**src/rtl/id_stage.sv**
```systemverilog
// Instruction decode: field decode, 8x32 register file, hazard stalls, HALT FSM.
// Optional WB_BYPASS_EN: forward same-cycle WB data instead of stalling on it.
module id_stage #(
  parameter int pc_width    = 10,
  parameter int func_width  = 6,
  parameter int const_width = 8,
  parameter int index_width = 3,
  parameter int reg_width   = 32,
  parameter int instr_width = 18
) (
  input  logic                   clk,
  input  logic                   rst,
  input  logic                   instr_valid,
  input  logic [instr_width-1:0] instr,
  input  logic [pc_width-1:0]    pc_curr_if,
  input  logic                   wb_en,
  input  logic [index_width-1:0] wb_idx,
  input  logic [reg_width-1:0]   wb_data,
  input  logic                   memRead_ex,
  input  logic [index_width-1:0] op0_ex,
  output logic [pc_width-1:0]    pc_curr_id,
  output logic [func_width-1:0]  func_id,
  output logic [const_width-1:0] const_id,
  output logic                   memRead_id,
  output logic                   memWrite_id,
  output logic                   aluToReg_id,
  output logic                   constToReg_id,
  output logic                   aluEn_id,
  output logic                   halt_id,
  output logic                   regWrite_id,
  output logic [index_width-1:0] op0_id,
  output logic [reg_width-1:0]   S1_id,
  output logic [reg_width-1:0]   S2_id,
  output logic                   stall_if,
  output logic                   halted
);

  localparam int NREG    = 1 << index_width;
  localparam int OP0_LSB = instr_width - func_width - index_width;
  localparam int OP1_LSB = OP0_LSB - index_width;
  localparam int OP2_LSB = OP1_LSB - index_width;

  localparam logic [func_width-1:0] F_LOAD  = func_width'(6'h10);
  localparam logic [func_width-1:0] F_STORE = func_width'(6'h11);
  localparam logic [func_width-1:0] F_LOADC = func_width'(6'h12);
  localparam logic [func_width-1:0] F_HALT  = func_width'(6'h3F);

  typedef enum logic {S_RUN, S_HALTED} state_t;

  state_t               r_state;
  logic [reg_width-1:0] r_regs [NREG];

  logic [func_width-1:0]  w_func;
  logic [index_width-1:0] w_op0;
  logic [index_width-1:0] w_op1;
  logic [index_width-1:0] w_op2;
  logic [const_width-1:0] w_const;
  logic                   w_is_alu;
  logic                   w_is_ld;
  logic                   w_is_st;
  logic                   w_is_ldc;
  logic                   w_is_hlt;
  logic                   w_use0;
  logic                   w_use1;
  logic                   w_use2;
  logic                   w_uses_ex;
  logic                   w_lu_stall;
  logic                   w_wb_stall;
  logic                   w_halted;
  logic                   w_issue;
  logic [reg_width-1:0]   w_rd0;
  logic [reg_width-1:0]   w_rd1;
  logic [reg_width-1:0]   w_rd2;

  assign w_func  = instr[instr_width-1 -: func_width];
  assign w_op0   = instr[OP0_LSB +: index_width];
  assign w_op1   = instr[OP1_LSB +: index_width];
  assign w_op2   = instr[OP2_LSB +: index_width];
  assign w_const = instr[const_width-1:0];

  assign w_is_alu = (w_func[func_width-1 -: 2] == 2'b00);
  assign w_is_ld  = (w_func == F_LOAD);
  assign w_is_st  = (w_func == F_STORE);
  assign w_is_ldc = (w_func == F_LOADC);
  assign w_is_hlt = (w_func == F_HALT);

  assign w_use0 = w_is_st;
  assign w_use1 = w_is_alu | w_is_ld | w_is_st;
  assign w_use2 = w_is_alu;

  assign w_uses_ex = (w_use0 && w_op0 == op0_ex) ||
                     (w_use1 && w_op1 == op0_ex) ||
                     (w_use2 && w_op2 == op0_ex);
  assign w_lu_stall = instr_valid && memRead_ex && w_uses_ex;

`ifdef WB_BYPASS_EN
  assign w_rd0 = (wb_en && wb_idx == w_op0) ? wb_data : r_regs[w_op0];
  assign w_rd1 = (wb_en && wb_idx == w_op1) ? wb_data : r_regs[w_op1];
  assign w_rd2 = (wb_en && wb_idx == w_op2) ? wb_data : r_regs[w_op2];
  assign w_wb_stall = 1'b0;
`else
  logic w_uses_wb;
  assign w_rd0 = r_regs[w_op0];
  assign w_rd1 = r_regs[w_op1];
  assign w_rd2 = r_regs[w_op2];
  assign w_uses_wb = (w_use0 && w_op0 == wb_idx) ||
                     (w_use1 && w_op1 == wb_idx) ||
                     (w_use2 && w_op2 == wb_idx);
  assign w_wb_stall = instr_valid && wb_en && w_uses_wb;
`endif

  assign w_halted = (r_state == S_HALTED);
  assign w_issue  = !rst && instr_valid && !w_halted &&
                    !w_lu_stall && !w_wb_stall;

  assign stall_if   = !rst && (w_halted || w_lu_stall || w_wb_stall);
  assign halted     = w_halted;
  assign pc_curr_id = pc_curr_if;
  assign S1_id      = w_rd1;
  assign S2_id      = w_is_st ? w_rd0 : w_rd2;

  always_comb begin
    func_id       = '0;
    const_id      = '0;
    op0_id        = '0;
    memRead_id    = 1'b0;
    memWrite_id   = 1'b0;
    aluToReg_id   = 1'b0;
    constToReg_id = 1'b0;
    aluEn_id      = 1'b0;
    halt_id       = 1'b0;
    regWrite_id   = 1'b0;
    if (w_issue) begin
      func_id = w_func;
      unique case (1'b1)
        w_is_alu: begin
          op0_id      = w_op0;
          aluEn_id    = 1'b1;
          aluToReg_id = 1'b1;
          regWrite_id = 1'b1;
        end
        w_is_ld: begin
          op0_id      = w_op0;
          memRead_id  = 1'b1;
          regWrite_id = 1'b1;
        end
        w_is_st: begin
          op0_id      = w_op0;
          memWrite_id = 1'b1;
        end
        w_is_ldc: begin
          op0_id        = w_op0;
          const_id      = w_const;
          constToReg_id = 1'b1;
          regWrite_id   = 1'b1;
        end
        w_is_hlt: begin
          op0_id  = w_op0;
          halt_id = 1'b1;
        end
        default: ;
      endcase
    end
  end

  // WB writes land even while halted
  always_ff @(posedge clk or posedge rst) begin
    if (rst) begin
      for (int i = 0; i < NREG; i++) r_regs[i] <= '0;
    end else if (wb_en) begin
      r_regs[wb_idx] <= wb_data;
    end
  end

  always_ff @(posedge clk or posedge rst) begin
    if (rst) begin
      r_state <= S_RUN;
    end else begin
      unique case (r_state)
        S_RUN:    if (w_issue && w_is_hlt) r_state <= S_HALTED;
        S_HALTED: r_state <= S_HALTED;
        default:  r_state <= S_RUN;
      endcase
    end
  end

endmodule

```
**config.mk**
```make
export PLATFORM = sky130hd
export DESIGN_NAME = id_stage
export DESIGN_NICKNAME = d
export VERILOG_FILES = /design/src/rtl/id_stage.sv
export SDC_FILE = /design/constraint.sdc
export NUM_CORES = 1
export LEC_CHECK = 0
export BUFFER_PORTS_ARGS = -buffer_cell sky130_fd_sc_hd__buf_2
export CAP_MARGIN = 20
export CORE_MARGIN = 2
export CORE_UTILIZATION = 30
export DETAILED_ROUTE_END_ITERATION = 10
export GPL_ROUTABILITY_DRIVEN = 0
export SETUP_SLACK_MARGIN = 0.15
export SYNTH_ARGS = -nofsm -noshare
export SYNTH_HDL_FRONTEND = slang
export SYNTH_SLANG_ARGS = --single-unit
export TNS_END_PERCENT = 5
```
**constraint.sdc**
```tcl
create_clock -name clk -period 10.2 [get_ports clk]
set_input_delay 0.51 -clock clk [delete_from_list [all_inputs] [get_ports clk]]
set_output_delay 0.51 -clock clk [all_outputs]
set_load 0.02 [all_outputs]
```
==> impl_metrics.json <==
{
  "rows": 84,
  "drt-wirelength-per-cell_um": 23.92,
  "fin_ws_ns": 6.488,
  "r2r_start": "halted$_DFF_PP0_",
  "rsz0062_at_grt": "no",
  "grt_overflow": 0,
  "grt_pass1_wl_um": 68140,
  "route.detailed.drc": 2,
  "grt_usage_pct": 16.03,
  "hold_class": "in -> async",
  "post-route-period-util_pct": 36.39,
  "slowest_delay_ns": 0.74,
  "dieArea_mm2": 0.05535,
  "worst_setup_path_end_kind": "output pin",
  "clk_pin_slew_ns": 0.06,
  "synth_edf_count": 0,
  "ios": 171,
  "crit-reg2reg-capture": "halted$_DFF_PP0_",
  "max-slew-margin-rel_pct": 35.58,
  "path_cells": "buf_4 > buf_4 > xor2_1 > nor4_1 > nand2_1 > and4bb_1 > and3_1 > buf_2",
  "p_int_mw": 2.577,
  "worst-r2r-setup-slack_ns": 9.08,
  "die_h_um": 235.3,
  "die_w_um": 235.3,
  "ctsResizeCount": 0,
  "arrival_ns": 3.20,
  "cts_tree": "yes",
  "finalSetupViolations": 0,
  "fmaxAchievable_ghz": 0.2694,
  "p_sw_mw": 1.067,
  "cpMostUsedCell": "buf_4",
  "power_mw": 3.644,
  "via_per_inst": 5.494,
  "ant_nets": 0,
  "post-cts-setup-buffers": 0,
  "htreeDepth": 1,
  "outcome": "finished, violations left",
  "p_clk_share_pct": 31.8,
  "worstMarginPinSlew_ns": 0.9663,
  "grt_pass1_vias": 10815,
  "startpoint_type": "input pin",
  "ys_warn_count": 0,
  "drt_iter0_markers": 482,
  "cts_sinks": 257,
  "ys.flop_type": "dfrtp_1",
  "syn_to_final_growth_pct": 14.79,
  "synthCells": 1055,
  "fillCellCount": 5115,
  "ir_drop_uv": 123.6,
  "violations": "design-rule violations",
  "maxCapViolations": 0,
  "post-place-ws_ns": 6.365,
  "critical_path.slowest_cell": "buf_4",
  "criticalPathCategory": "in -> out",
  "grt_max_degree": 113,
  "synth_nets": 1126,
  "num_vias": 10241,
  "ys_seq_elements": 257,
  "nets": 1222,
  "tns_ns": 0,
  "skew_ns": 0,
  "antenna_found_initial": 5,
  "switching_share_pct": 29.28,
  "drtPass1Iterations": 7,
  "pwr-share-comb_pct": 28.4,
  "cts_hold_buf": 0,
  "async_flop_share_pct": 100.0,
  "wl_um": 44590,
  "io_buffers": 150,
  "synth_area_mm2": 0.01604,
  "dpl.hpwl_um": 26190,
  "clockBufferDepth": 3,
  "drv_slew": 0,
  "cp_max_fo": 37,
  "hold_viol": 0,
  "fin_crit_ns": 3.712,
  "leakagePower_nw": 7.446,
  "synth_cell_type_count": 38,
  "required_ns": 9.69,
  "syn_avg_cell_area_um2": 15.21,
  "core_mm2": 0.05276,
  "power_density_mw_per_mm2": 197.9,
  "synth.yosys.seq_area_share_pct": 40.08,
  "initial_core_util_pct": 30.41,
  "cts-root-buf": "clkbuf_16",
  "rr_worst_depth": 3,
  "layout-drive-gt1-share_pct": 60.09,
  "seq_power_share_pct": 39.8,
  "clkLatencyLatePin_ns": 0.56,
  "numCtsBuffers": 31
}
[cell type report]
type	instances	area, um2	area share (%)
inverters	1	11.26	0.06114
multi-input cells	688	9086	49.33
repair buffers	172	950.9	5.163
clock inverters	13	200.2	1.087
well taps	688	860.8	4.674
flip-flops and latches	257	6431	34.92
diodes	1	2.502	0.01359
clock buffers	44	874.6	4.749
[per-layer routing]
metal	part of all wire [%]	global-route usage (%)	vias to the layer above
li1	-	-	4374
met1	41	19.95	5515
met2	51	27.99	264
met3	5.7	3.811	84
met4	2.6	4.130	4
met5	0.058	0	-
[flip-flops by register name, summed over array words and instances (netlist names)]
| register | cells |
|---|---|
| halted | 1 |
| r_regs | 256 |
[per-stage QoR]
| stage | instance area, um2 | std cells | utilization [%] | hold WS, ns |
|---|---|---|---|---|
| after detailed placement | 17310 | 1805 | 32.81 | 0.5228 |
| after global routing | 18420 | 1863 | 34.90 | 0.1478 |
| final | 18420 | 1864 | 34.91 | 0.06030 |
| after CTS | 18390 | 1862 | 34.85 | 0.1161 |
| after floorplan | 16040 | 1055 | - | 0.4891 |
| after global placement | 17310 | 1805 | 32.81 | 0.5055 |
[synthesized netlist by cell type (2+ instances only)]
library cell	count	area share, %
and3_1	12	0.47
buf_2	53	1.7
and2_1	10	0.39
nor2b_1	32	1.2
nand4_1	2	0.078
a211oi_1	32	1.5
nor3_1	2	0.062
nor3b_2	2	0.16
nand2_1	6	0.14
dfrtp_1	257	40
nor2_1	2	0.047
buf_1	3	0.070
mux2_2	285	20
xor2_1	14	0.76
nand4b_1	5	0.27
mux4_2	192	27
mux2i_1	32	2.0
a21oi_1	35	1.1
buf_4	17	0.80
mux2_1	3	0.21
clkbuf_1	35	0.82
xnor2_1	4	0.22
nor4_1	5	0.19
[worst max-delay path, delay by kind of cell]
family	cells	cell delay, ns
buffers and inverters	3	1.38
AND/OR/NAND/NOR	4	1.09
XOR/XNOR	1	0.21
[power groups by stage]
stage / sequential [mW] / clock [mW] / combinational, mW
floorplan: 1.40 / 0 / 0.827
global placement: 1.44 / 0 / 1.03
detailed placement: 1.46 / 0 / 1.05
CTS: 1.44 / 1.19 / 1.05
global route: 1.49 / 1.24 / 1.11
finish: 1.45 / 1.16 / 1.04
[logic make-up (layout without fill, tap and decap cells)]
kind of cell	Yosys count	count (layout)	share of synthesized area [%]
multiplexers	512	512	49.16
flip-flops	257	257	40.08
buffers and inverters	110	230	3.431
AND/OR/NAND/NOR	86	86	3.541
AO/OA/AOI/OAI	72	72	2.800
XOR/XNOR	18	18	0.9826
other	0	1	0
[cell usage in the layout, fill, tap and decap left out, types with 2 or more instances in the layout]
master,netlist,routed
nor3b_4,0,2
and2_1,10,10
buf_2,53,144
xnor2_1,4,4
mux2i_1,32,32
mux2_1,3,3
and3_1,12,12
nand4_1,2,2
bufinv_16,0,5
clkbuf_8,0,5
mux4_2,192,192
a21oi_1,35,35
mux2_2,285,285
clkinv_2,0,5
nor2_1,2,2
nor3_4,1,2
buf_4,17,27
clkbuf_16,0,31
nand2_1,6,6
dfrtp_1,257,257
nor2b_1,32,32
a211oi_1,32,32
clkbuf_1,35,8
nand4b_1,5,5
nor4_1,5,5
xor2_1,14,14
[worst max-delay path by stage]
stage                     depth (start not counted)           to     start  slack (ns)
after floorplan                                   7  aluToReg_id       rst        2.49
after global placement                            8  const_id[5]  instr[9]        6.43
after detailed placement                          8    op0_id[0]  instr[9]        6.37
after CTS                                         8    op0_id[0]  instr[9]        6.37
after global routing                              8  const_id[3]  instr[9]        6.16
final                                             8    op0_id[0]  instr[9]        6.49
Power figures use the tool's default switching activity.
